==> config.mk <==
export PLATFORM = sky130hd
export DESIGN_NAME = spi_master
export DESIGN_NICKNAME = d
export VERILOG_FILES = /design/src/rtl/spi_pkg.sv /design/src/rtl/spi_master.sv
export SDC_FILE = /design/constraint.sdc
export NUM_CORES = 1
export LEC_CHECK = 0
export CAP_MARGIN = 15
export CORE_MARGIN = 2
export CORE_UTILIZATION = 58
export CTS_BUF_LIST = sky130_fd_sc_hd__clkbuf_16
export DETAILED_ROUTE_END_ITERATION = 8
export HOLD_SLACK_MARGIN = 0.03
export PLACE_DENSITY = 0.84
export SETUP_SLACK_MARGIN = 0.1
export SLEW_MARGIN = 20
export SYNTH_ARGS = -nofsm -noshare
export SYNTH_HDL_FRONTEND = slang
export SYNTH_SLANG_ARGS = --single-unit
==> constraint.sdc <==
create_clock -name clk -period 3.05 [get_ports clk]
set_input_delay 0.4575 -clock clk [delete_from_list [all_inputs] [get_ports clk]]
set_output_delay 0.4575 -clock clk [all_outputs]
set_load 0.02 [all_outputs]
==> src/rtl/spi_pkg.sv <==
// Shared definitions for the SPI RAM master: opcodes, FSM states and frame sizes.
package spi_pkg;

  localparam int FRAME_W = 10;
  localparam int DATA_W  = 8;

  localparam logic [1:0] OP_WR_ADDR = 2'b00;
  localparam logic [1:0] OP_WR_DATA = 2'b01;
  localparam logic [1:0] OP_RD_ADDR = 2'b10;
  localparam logic [1:0] OP_RD_DATA = 2'b11;

  typedef enum logic [2:0] {
    ST_IDLE  = 3'd0,
    ST_START = 3'd1,
    ST_CMD   = 3'd2,
    ST_SHIFT = 3'd3,
    ST_WAIT  = 3'd4,
    ST_RECV  = 3'd5,
    ST_END   = 3'd6
  } spi_state_e;

  function automatic logic is_read_data(input logic [1:0] op);
    return (op == OP_RD_DATA);
  endfunction

endpackage

==> src/rtl/spi_master.sv <==
// Host-side SPI initiator: frames one {op, data} command per handshake and, for
// read-data commands, captures the 8-bit MISO reply onto the response port.
module spi_master
  import spi_pkg::*;
#(
  parameter int unsigned READ_LAT = 2,
  parameter int unsigned GAP      = 1
) (
  input  logic              clk,
  input  logic              rst_n,
  input  logic              cmd_valid,
  output logic              cmd_ready,
  input  logic [1:0]        cmd_op,
  input  logic [DATA_W-1:0] cmd_data,
  output logic              rsp_valid,
  output logic [DATA_W-1:0] rsp_data,
  output logic              busy,
  output logic              SS_n,
  output logic              MOSI,
  input  logic              MISO
);

  localparam logic [3:0] SHIFT_LAST = 4'(FRAME_W - 1);
  localparam logic [3:0] WAIT_LAST  = 4'(READ_LAT - 1);
  localparam logic [3:0] RECV_LAST  = 4'(DATA_W - 1);
  localparam logic [3:0] GAP_LAST   = 4'(GAP - 1);

  spi_state_e         state_r;
  logic [FRAME_W-1:0] frame_r;
  logic [3:0]         cnt_r;
  logic [DATA_W-2:0]  rx_r;
  logic               rd_op_r;
  logic               ss_n_r;
  logic               mosi_r;
  logic               cmd_ready_r;
  logic               busy_r;
  logic               rsp_valid_r;
  logic [DATA_W-1:0]  rsp_data_r;

  // Frame sequencer; every output is set on the edge that enters its state.
  always_ff @(posedge clk or negedge rst_n) begin
    if (!rst_n) begin
      state_r     <= ST_IDLE;
      frame_r     <= {FRAME_W{1'b0}};
      cnt_r       <= 4'd0;
      rx_r        <= {(DATA_W-1){1'b0}};
      rd_op_r     <= 1'b0;
      ss_n_r      <= 1'b1;
      mosi_r      <= 1'b0;
      cmd_ready_r <= 1'b1;
      busy_r      <= 1'b0;
      rsp_valid_r <= 1'b0;
      rsp_data_r  <= 8'h00;
    end else begin
      rsp_valid_r <= 1'b0;
      case (state_r)
        ST_IDLE: begin
          if (cmd_valid && cmd_ready_r) begin
            frame_r     <= {cmd_op, cmd_data};
            rd_op_r     <= is_read_data(cmd_op);
            state_r     <= ST_START;
            ss_n_r      <= 1'b0;
            mosi_r      <= 1'b0;
            cmd_ready_r <= 1'b0;
            busy_r      <= 1'b1;
          end
        end
        ST_START: begin
          state_r <= ST_CMD;
          mosi_r  <= frame_r[FRAME_W-1];
        end
        ST_CMD: begin
          state_r <= ST_SHIFT;
          mosi_r  <= frame_r[FRAME_W-1];
          frame_r <= {frame_r[FRAME_W-2:0], 1'b0};
          cnt_r   <= 4'd0;
        end
        ST_SHIFT: begin
          if (cnt_r == SHIFT_LAST) begin
            cnt_r  <= 4'd0;
            mosi_r <= 1'b0;
            if (rd_op_r) begin
              state_r <= ST_WAIT;
            end else begin
              state_r <= ST_END;
              ss_n_r  <= 1'b1;
            end
          end else begin
            cnt_r   <= cnt_r + 4'd1;
            mosi_r  <= frame_r[FRAME_W-1];
            frame_r <= {frame_r[FRAME_W-2:0], 1'b0};
          end
        end
        ST_WAIT: begin
          if (cnt_r == WAIT_LAST) begin
            cnt_r   <= 4'd0;
            state_r <= ST_RECV;
          end else begin
            cnt_r <= cnt_r + 4'd1;
          end
        end
        ST_RECV: begin
          rx_r <= {rx_r[DATA_W-3:0], MISO};
          // rsp_data only changes once the whole byte is in, so it never shows a partial capture.
          if (cnt_r == RECV_LAST) begin
            rsp_data_r  <= {rx_r, MISO};
            rsp_valid_r <= 1'b1;
            ss_n_r      <= 1'b1;
            state_r     <= ST_END;
            cnt_r       <= 4'd0;
          end else begin
            cnt_r <= cnt_r + 4'd1;
          end
        end
        ST_END: begin
          if (cnt_r == GAP_LAST) begin
            state_r     <= ST_IDLE;
            cnt_r       <= 4'd0;
            cmd_ready_r <= 1'b1;
            busy_r      <= 1'b0;
          end else begin
            cnt_r <= cnt_r + 4'd1;
          end
        end
        default: begin
          state_r     <= ST_IDLE;
          cnt_r       <= 4'd0;
          ss_n_r      <= 1'b1;
          mosi_r      <= 1'b0;
          cmd_ready_r <= 1'b1;
          busy_r      <= 1'b0;
        end
      endcase
    end
  end

  assign cmd_ready = cmd_ready_r;
  assign busy      = busy_r;
  assign rsp_valid = rsp_valid_r;
  assign rsp_data  = rsp_data_r;
  assign SS_n      = ss_n_r;
  assign MOSI      = mosi_r;

endmodule

* Word-level counts from Yosys, hierarchy flattened
Index checks and enable logic that the tools add are counted.
** Word-level totals
- Bits in registers :: 38
- Latch bits :: 0
- Bits in writable memories :: 0
- Bits in read-only memories :: 0
- Input port bits :: 14
- Output and inout port bits :: 13
- Memories kept :: 0
** Operators by class
- Add/sub/neg operators :: 1
- Multipliers :: 0
- Divide/modulo/power cells :: 0
- $lt $le $gt $ge :: 0
- Eq/ne operators :: 17
- Shift operators :: 0
- Muxes and demuxes :: 29
- Bitwise operators :: 3
- Reductions and logical operators :: 16
** Operators with widths (count)
- $pmux W10 S3 :: 1
- $pmux W3 S7 :: 1
- $mux W10 :: 2
- $pmux W4 S5 :: 1
- $mux W4 :: 4
- $mux W3 :: 5
- $ne A2 B2 Y1 const B :: 7
- $mux W1 :: 10
- $reduce_and A5 Y1 :: 2
- $eq A3 B3 Y1 const B :: 3
- $pmux W1 S4 :: 2
- $eq A3 B2 Y1 const B :: 2
- $pmux W1 S3 :: 2
- $reduce_and A2 Y1 :: 3
- $reduce_and A3 Y1 :: 2
- $reduce_or A5 Y1 :: 1
- $add A4 B1 Y4 const B :: 1
- $eq A4 B1 Y1 const B :: 1
- $eq A4 B3 Y1 const B :: 1
- $eq A4 B4 Y1 const B :: 1
- $logic_not A4 Y1 :: 1
- $reduce_or A2 Y1 :: 2
- $reduce_or A4 Y1 :: 1
- $eq A3 B1 Y1 const B :: 1
- other kinds (7) :: 9

* Logic depth before layout (Yosys ltp)
Gate-level depths: netlist of run 1.
- Depth in word-level cells :: 4
- Depth in mapped cells :: 7

* Least setup slack after synthesis of run 1
Ideal clock, no wire load.
- Kind :: reg2reg
- From :: register state_r[2]
- To :: register frame_r[1]
- Arrival time :: 1.747 ns
- Data required time :: 2.925 ns
- Setup slack :: 1.179 ns
- Cell stages (with the launch flop) :: 7
- Buffers on the path :: 2
- Period minus slack after synthesis :: 1.871 ns
- Cell sequence :: dfrtp_1 -> buf_6 -> inv_1 -> ha_1 -> clkbuf_1 -> mux2_2 -> mux2_2
** On the way
- Longest elaborated chain between the ends :: 3
** RTL lines
- start: declaration :: line spi_master.sv:28 : spi_state_e state_r;
- start signal: assignment :: line spi_master.sv:43 : state_r <= ST_IDLE;
- start signal: assignment :: line spi_master.sv:61 : state_r <= ST_START;
- start signal: assignment :: line spi_master.sv:69 : state_r <= ST_CMD;
- $eq A3 B2 Y1 / $logic_not A3 Y1 (equally long branches) :: line spi_master.sv:56 : case (state_r)
- $ne A2 B2 Y1 (no source line) / $reduce_bool A3 Y1 (equally long branches)
- $reduce_and A3 Y1 (no source line)
- end signal: assignment :: line spi_master.sv:59 : frame_r <= {cmd_op, cmd_data};
- end signal: assignment :: line spi_master.sv:75 : frame_r <= {frame_r[FRAME_W-2:0], 1'b0};
- end signal: assignment :: line spi_master.sv:91 : frame_r <= {frame_r[FRAME_W-2:0], 1'b0};
- end: declaration :: line spi_master.sv:29 : logic [FRAME_W-1:0] frame_r;
Parallel ways exist; a longest one is shown, timed or not.
A chain may end at the register's enable or synchronous reset.

* Final worst setup path of run 1
- From :: register state_r[2]
- To :: register frame_r[0]
The elaborated chain is that of the path after synthesis.

==> results.md, run 1 <==
* Area of the mapped netlist at roughly 2000 sq um
* WS Path Type: reg -> reg
* GRT Total Usage at 21.77%
* Crit path DAT at 2390 ps
* Synthesized instance count at 174
* Slowest CP cell: dfrtp_1
* CP Capture Point: frame_r[0]
* Initial Utilization at 59.92%
* Worst min path class: in -> async
* Placed insts at 238
* # Max-Cap Violations at 0
* Ys Warns at 0
* Most frequent cells in the layout: dfrtp_1, nand2_1, mux2_2
* Power Density at 942.9 nW/um^2
* Final antenna-violating net count at 0
* CP Cell Sequence: inv_1 > ha_1 > o22a_1 > mux2_2
* Pins over their slew limit at 0
* Final hold viol count at 0
* Post-layout util at a little over 70%
* FP Rows at 21
* Die X-Extent at 62.25 um
* R2r setup slk at 820 ps
* Number of hold buffers added after cts at 0
* Worst-Skew Late Latency at 280 ps
* Peak fanout along the critical path at 12
* Fin nets at 220
* # fillers at 253
* Iteration-0 DRC count of the detailed router at 99
* H-tree lvl count at 2
* Primary FF master, synth: dfrtp_1
* Distinct cell type count after synthesis at 45
* Peak VDD IR at 0.0005776 V
* Post-cts sizing count at 0
* Synth Register Bits at 38
* Vias at between 1000 and 1500
* Die height at a little over 60 um
* Leakage power of the design at 1.081 nW
* Clk_skew at 2.385 ps
* Avg Cell Area, Syn at ~11 sq um
* Final worst slack at just over 800 ps
* Tmin final at around 2200 ps
* Setup TNS at 0 ps
* Remaining DRCs at 0
* Final Non-Filler Cells at 246
* Post-CTS Setup Inserts at 0
* Die area at 3875 sq um
* Core area at 3284 sq um
* Seq/Total Area, Yosys at between 40 and 50%
* Fraction of the cycle the final worst path needs at 73.11%
* Routed len/inst at 15.61 um
* Clock Sinks at 38
* Wirelength, routed at about 3800 um
* Pin count of the biggest net entering global routing at 39
* I/O Pins at 27
* Final Setup Violations at 0
* TritonCTS buffer count at 5
* Critical Path RT at between 3000 and 4000 ps
* Max-Slew Margin vs Limit at approximately 45%
* Initial antenna violation count at 0
* Syn nets at 195
* Worst slack at placement at around 840 ps
* R2R depth at 4
* Beginning of the critical path: state_r[2]
* Via/cell ratio at 5.528
* Endpoint class of the critical path: register
* Outcome: finished, final reports clean
* Gr ovfl total at 0
* First-pass GRT wire length at 6644 um
* DPL Wire Length at roughly 2700 um
* CTS tree: yes
* Largest stage delay, worst path at 510 ps
* Max clock buf depth at 2
* Layout area overhead at 20.28%
* Clock Tree Root: clkbuf_16
* Highest clock rate at between 400 and 500 MHz
* Vias in the first global route at 1398
* FFs w/ async S/R, synth at 100.0%
* Clock transition at path regs at 50 ps
* RSZ-0062 raised after global routing: false
* First drt pass iteration count at 4
* Post-synth EDFFs at 0
* End of the worst register-to-register path: frame_r[0]
* Ant. Diodes at 0
* RePlAce Congestion at 0.9426
* Worst-margin pin slew at 829.3 ps
* Reg-to-Reg Start: state_r[2]
* Commonest non-fill, non-tap cell in the layout: dfrtp_1
* Layout cells sized above 1 at about a quarter
* Buffers added on ports at 26
* Crit path launch type: register
==> kinds of logic (layout without fill, tap and decap cells) <==
group                    count (synthesis)  in the layout  synth area share, %
AND/OR/NAND/NOR                         61             61                16.66
flip-flops                              38             38                48.44
multiplexers                            30             30                17.04
AO/OA/AOI/OAI                           24             24                9.473
buffers and inverters                   14             40                3.941
adder cells (fa/ha/maj)                  7              7                4.450
==> flip-flops by register name, indices dropped and copies added, names as in the netlist, 3 cells and up <==
name,flops
frame_r,10
rsp_data,8
rx_r,7
cnt_r,4
state_r,3
==> per-stage QoR <==
step | hold WS (ps) | area, sq um | power (mW)
after floorplan | 161.9 | 1968 | 1.542
after global placement | 460.4 | 2226 | 1.685
after detailed placement | 470.8 | 2226 | 1.745
after CTS | 305.0 | 2367 | 2.243
after global routing | 348.3 | 2367 | 2.392
final | 280.8 | 2367 | 2.232
==> critical path: cells and delay by family, from the launching register on <==
family                     cells  cell delay (ps)
DFF                            1              510
buffers and inverters          1              220
AOI/OAI and AO/OA              1              510
muxes                          1              390
adders and majority gates      1              480
==> synth_stat cells, types with 2 or more instances <==
cell type,instances,share of area (%)
o21ai_0,6,1.5
nand2_1,35,6.7
dfrtp_1,36,46
nand3_1,3,0.76
nor2b_1,2,0.64
inv_1,6,1.1
buf_2,2,0.51
nor3_1,4,1.0
nor3b_2,2,1.3
nor2_1,2,0.38
o21bai_1,2,0.76
ha_1,7,4.4
mux2i_1,2,1.0
mux2_2,28,16
buf_4,2,0.76
buf_6,2,1.1
dfstp_2,2,2.7
and3b_1,2,0.89
a211oi_1,2,0.76
o22ai_1,2,0.64
==> per-layer routing <==
metal | track usage, % | wire length [um] | vias up
li1 | - | - | 662
met1 | 27.14 | 1678 | 657
met2 | 36.55 | 1936 | 35
met3 | 5.797 | 168 | 6
met4 | 8.056 | 55 | 0
met5 | 0 | 0 | -
==> report_power, final <==
group	switching (mW)	internal, mW
Clock	0.185	0.298
Sequential	0.180	0.686
Combinational	0.423	0.460
==> worst min path at each step <==
stage	cells after the start	from	endpoint	slack, ps
after floorplan	0	rst_n	MOSI	160
after global placement	2	rx_r[6]	rx_r[6]	460
after detailed placement	2	rx_r[6]	rx_r[6]	470
after CTS	1	rst_n	cnt_r[0]	310
after global routing	1	rst_n	cnt_r[0]	350
final	1	rst_n	state_r[0]	280
==> cell type report <==
class                   instances  area, sq um  share of cell area, %
clock buffers                   5        125.1                  5.285
repair buffers                 26        255.2                  10.78
multi-input cells             122        937.1                  39.59
clock inverters                 3        16.27                 0.6871
flip-flops and latches         38        953.4                  40.27
inverters                       6        22.52                 0.9514
well taps                      46        57.56                  2.431
Note: power is estimated with default switching activity, not from simulation.
==> run 2, diff against run 1 <==
Settings changed: CORE_UTILIZATION 58 to 49, PLACE_DENSITY 0.84 to 0.75.
Clock period 3.05 ns to 2 ns, I/O delays scaled along.
==> run 2 against run 1 <==
  * Hold slack got worse by 170 ps
  * Via count up 5.8%
  * Sequential power is 50% higher
  * Worst setup slack got worse by 670 ps
  * Critical path depth increased by 2
  * Clock power increased by 79%
  * First-iteration DRC count decreased by 48%
  * Critical endpoint is now frame_r[6]
==> results.md, run 2 (synthesis gave the netlist of run 1 again) <==
* Outcome: finished, final reports clean
* Die height at 67.38 um (+8.2%)
* Crit path DAT at 2010 ps (-380 ps)
* Fin nets at 234 (+6.4%)
* I/O Pins at 27 (unchanged)
* TritonCTS buffer count at 5 (unchanged)
* Via/cell ratio at 5.471 (-1.0%)
* Wirelength, routed at 3924 um (+2.2%)
* Clock Tree Root: clkbuf_16
* Max FFs per register at 10 (unchanged)
* Fraction of the cycle the final worst path needs at 92.31% (+19 points)
* Placed insts at 252 (+5.9%)
* Slowest CP cell: dfrtp_2
* Iteration-0 DRC count of the detailed router at 51 (-48%)
* Max clock buf depth at 2 (unchanged)
* Tmin final at 1846 ps (-383.6 ps)
* Worst path depth at 6 (+2)
* Routed len/inst at 14.92 um (-4.4%)
* Ant. Diodes at 0 (unchanged)
* WS Path Type: reg -> reg
* GRT Total Usage at 19.25% (-2.5 points)
* Endpoint class of the critical path: register
* Buf/Inv on CP at 1 (unchanged)
* Most frequent cells in the layout: nand2_1, dfrtp_1, mux2_2
* Die area at 4539 sq um (+17%)
* Peak fanout along the critical path at 5 (-7)
* Highest clock rate at 541.7 MHz (+21%)
* DPL Wire Length at 2706 um (+1.8%)
* # Max-Cap Violations at 0 (unchanged)
* R2R depth at 6 (+2)
* RSZ-0062 raised after global routing: true
* Die X-Extent at 67.38 um (+8.2%)
* Largest stage delay, worst path at 450 ps (-60 ps)
* Pin count of the biggest net entering global routing at 39 (unchanged)
* Clock transition at path regs at 60 ps (about the same)
* Layout area overhead at 29.37%
* Remaining DRCs at 0 (unchanged)
* H-tree lvl count at 2 (unchanged)
* Initial antenna violation count at 0 (unchanged)
* Clk_skew at 5.292 ps (+2.907 ps)
* Max-Slew Margin vs Limit at 44.51% (-0.21 points)
* Layout cells sized above 1 at 34.27% (+8.3 points)
* Initial Utilization at 49.92% (-10 points)
* RePlAce Congestion at 0.8546 (-9.3%)
* Leakage power of the design at 1.166 nW (+7.9%)
* Peak VDD IR at 0.001057 V (+83%)
* Final Setup Violations at 0 (unchanged)
* First drt pass iteration count at 4 (unchanged)
* Final Non-Filler Cells at 263 (+6.9%)
* Delay-heaviest family, CP: flip-flops
* First-pass GRT wire length at 6437 um (-3.1%)
* Pins over their slew limit at 0 (unchanged)
* Top reg by flops: frame_r
* Power Density at 1514 nW/um^2 (+61%)
* Vias in the first global route at 1407 (+0.64%)
* Crit path launch type: register
* Clock Sinks at 38 (unchanged)
* FP Rows at 23 (+9.5%)
* Final antenna-violating net count at 0 (unchanged)
* Worst min path class: in -> async
* Commonest non-fill, non-tap cell in the layout: nand2_1
* Worst-margin pin slew at 832.3 ps (+3.085 ps)
* Core area at 3943 sq um (+20%)
* CP Cell Sequence: ha_4 > and3b_2 > a31oi_1 > o22a_2 > clkbuf_16 > mux2_2
* Worst-Skew Late Latency at 280 ps (about the same)
* CTS tree: yes
* Setup TNS at 0 ps (unchanged)
* Final hold viol count at 0 (unchanged)
* Critical Path RT at 2160 ps (-1050 ps)
* Number of hold buffers added after cts at 0 (unchanged)
* Gr ovfl total at 0 (unchanged)
* Vias at 1439 (+5.8%)
* Buffers added on ports at 26 (unchanged)
## run 2: cell count changes in the layout (fill, tap and decap cells not counted), sizes merged
| cell | before | now |
|---|---|---|
| bufinv | 0 | 1 |
| buf | 1 | 14 |
| clkinvlp | 1 | 0 |
| clkbuf | 5 | 6 |
| clkinv | 2 | 1 |
## run 2: timing repair
action,CTS,global route
setup buffers,0,3
gates resized for setup,0,9
setup endpoints to repair,0,13
## run 2: layer usage
layer | track usage, % | vias up | wire length [um]
li1 | - | 690 | -
met1 | 24.00 | 723 | 1735
met2 | 32.30 | 20 | 2020
met3 | 5.000 | 6 | 114
met4 | 6.888 | 0 | 54
met5 | 0 | - | 0
## run 2: metrics by stage
step / power, mW / hold WS, ps / setup slack, ps / util [%] / instance area, sq um
after floorplan: 2.352 / 4.409 / 128.7 / - / 1968
after global placement: 2.771 / 435.2 / 91.34 / 58.81 / 2318
after detailed placement: 2.861 / 448.9 / 80.56 / 58.81 / 2318
after CTS: 3.750 / 154.5 / 106.6 / 62.84 / 2477
after global routing: 4.104 / 192.4 / 73.21 / 64.58 / 2546
final: 3.855 / 112.2 / 153.9 / 64.58 / 2546
## run 2: worst paths after layout
check	from	end	slack (ps)
min in group clk	rx_r[6]	rx_r[6]	480
worst min-delay path	rst_n	cnt_r[0]	110
worst max register to register	cnt_r[0]	frame_r[6]	150
worst max-delay path	cnt_r[0]	frame_r[6]	150
worst min register to register	rx_r[6]	rx_r[6]	480
max in group asynchronous	rst_n	state_r[1]	1320
## run 2: layout make-up
class	count	area [sq um]
Clock inverter	2	33.78
Multi-Input combinational cell	122	954.7
Tap cell	50	62.56
Clock buffer	5	125.1
Inverter	6	22.52
Fill cell	303	1396
Sequential cell	38	957.2
Timing Repair Buffer	40	390.4
## run 2: power breakdown
| part | switching [mW] | internal (mW) |
|---|---|---|
| Sequential | 0.247 | 1.05 |
| Clock | 0.287 | 0.576 |
| Combinational | 0.731 | 0.960 |
| Total | 1.27 | 2.59 |
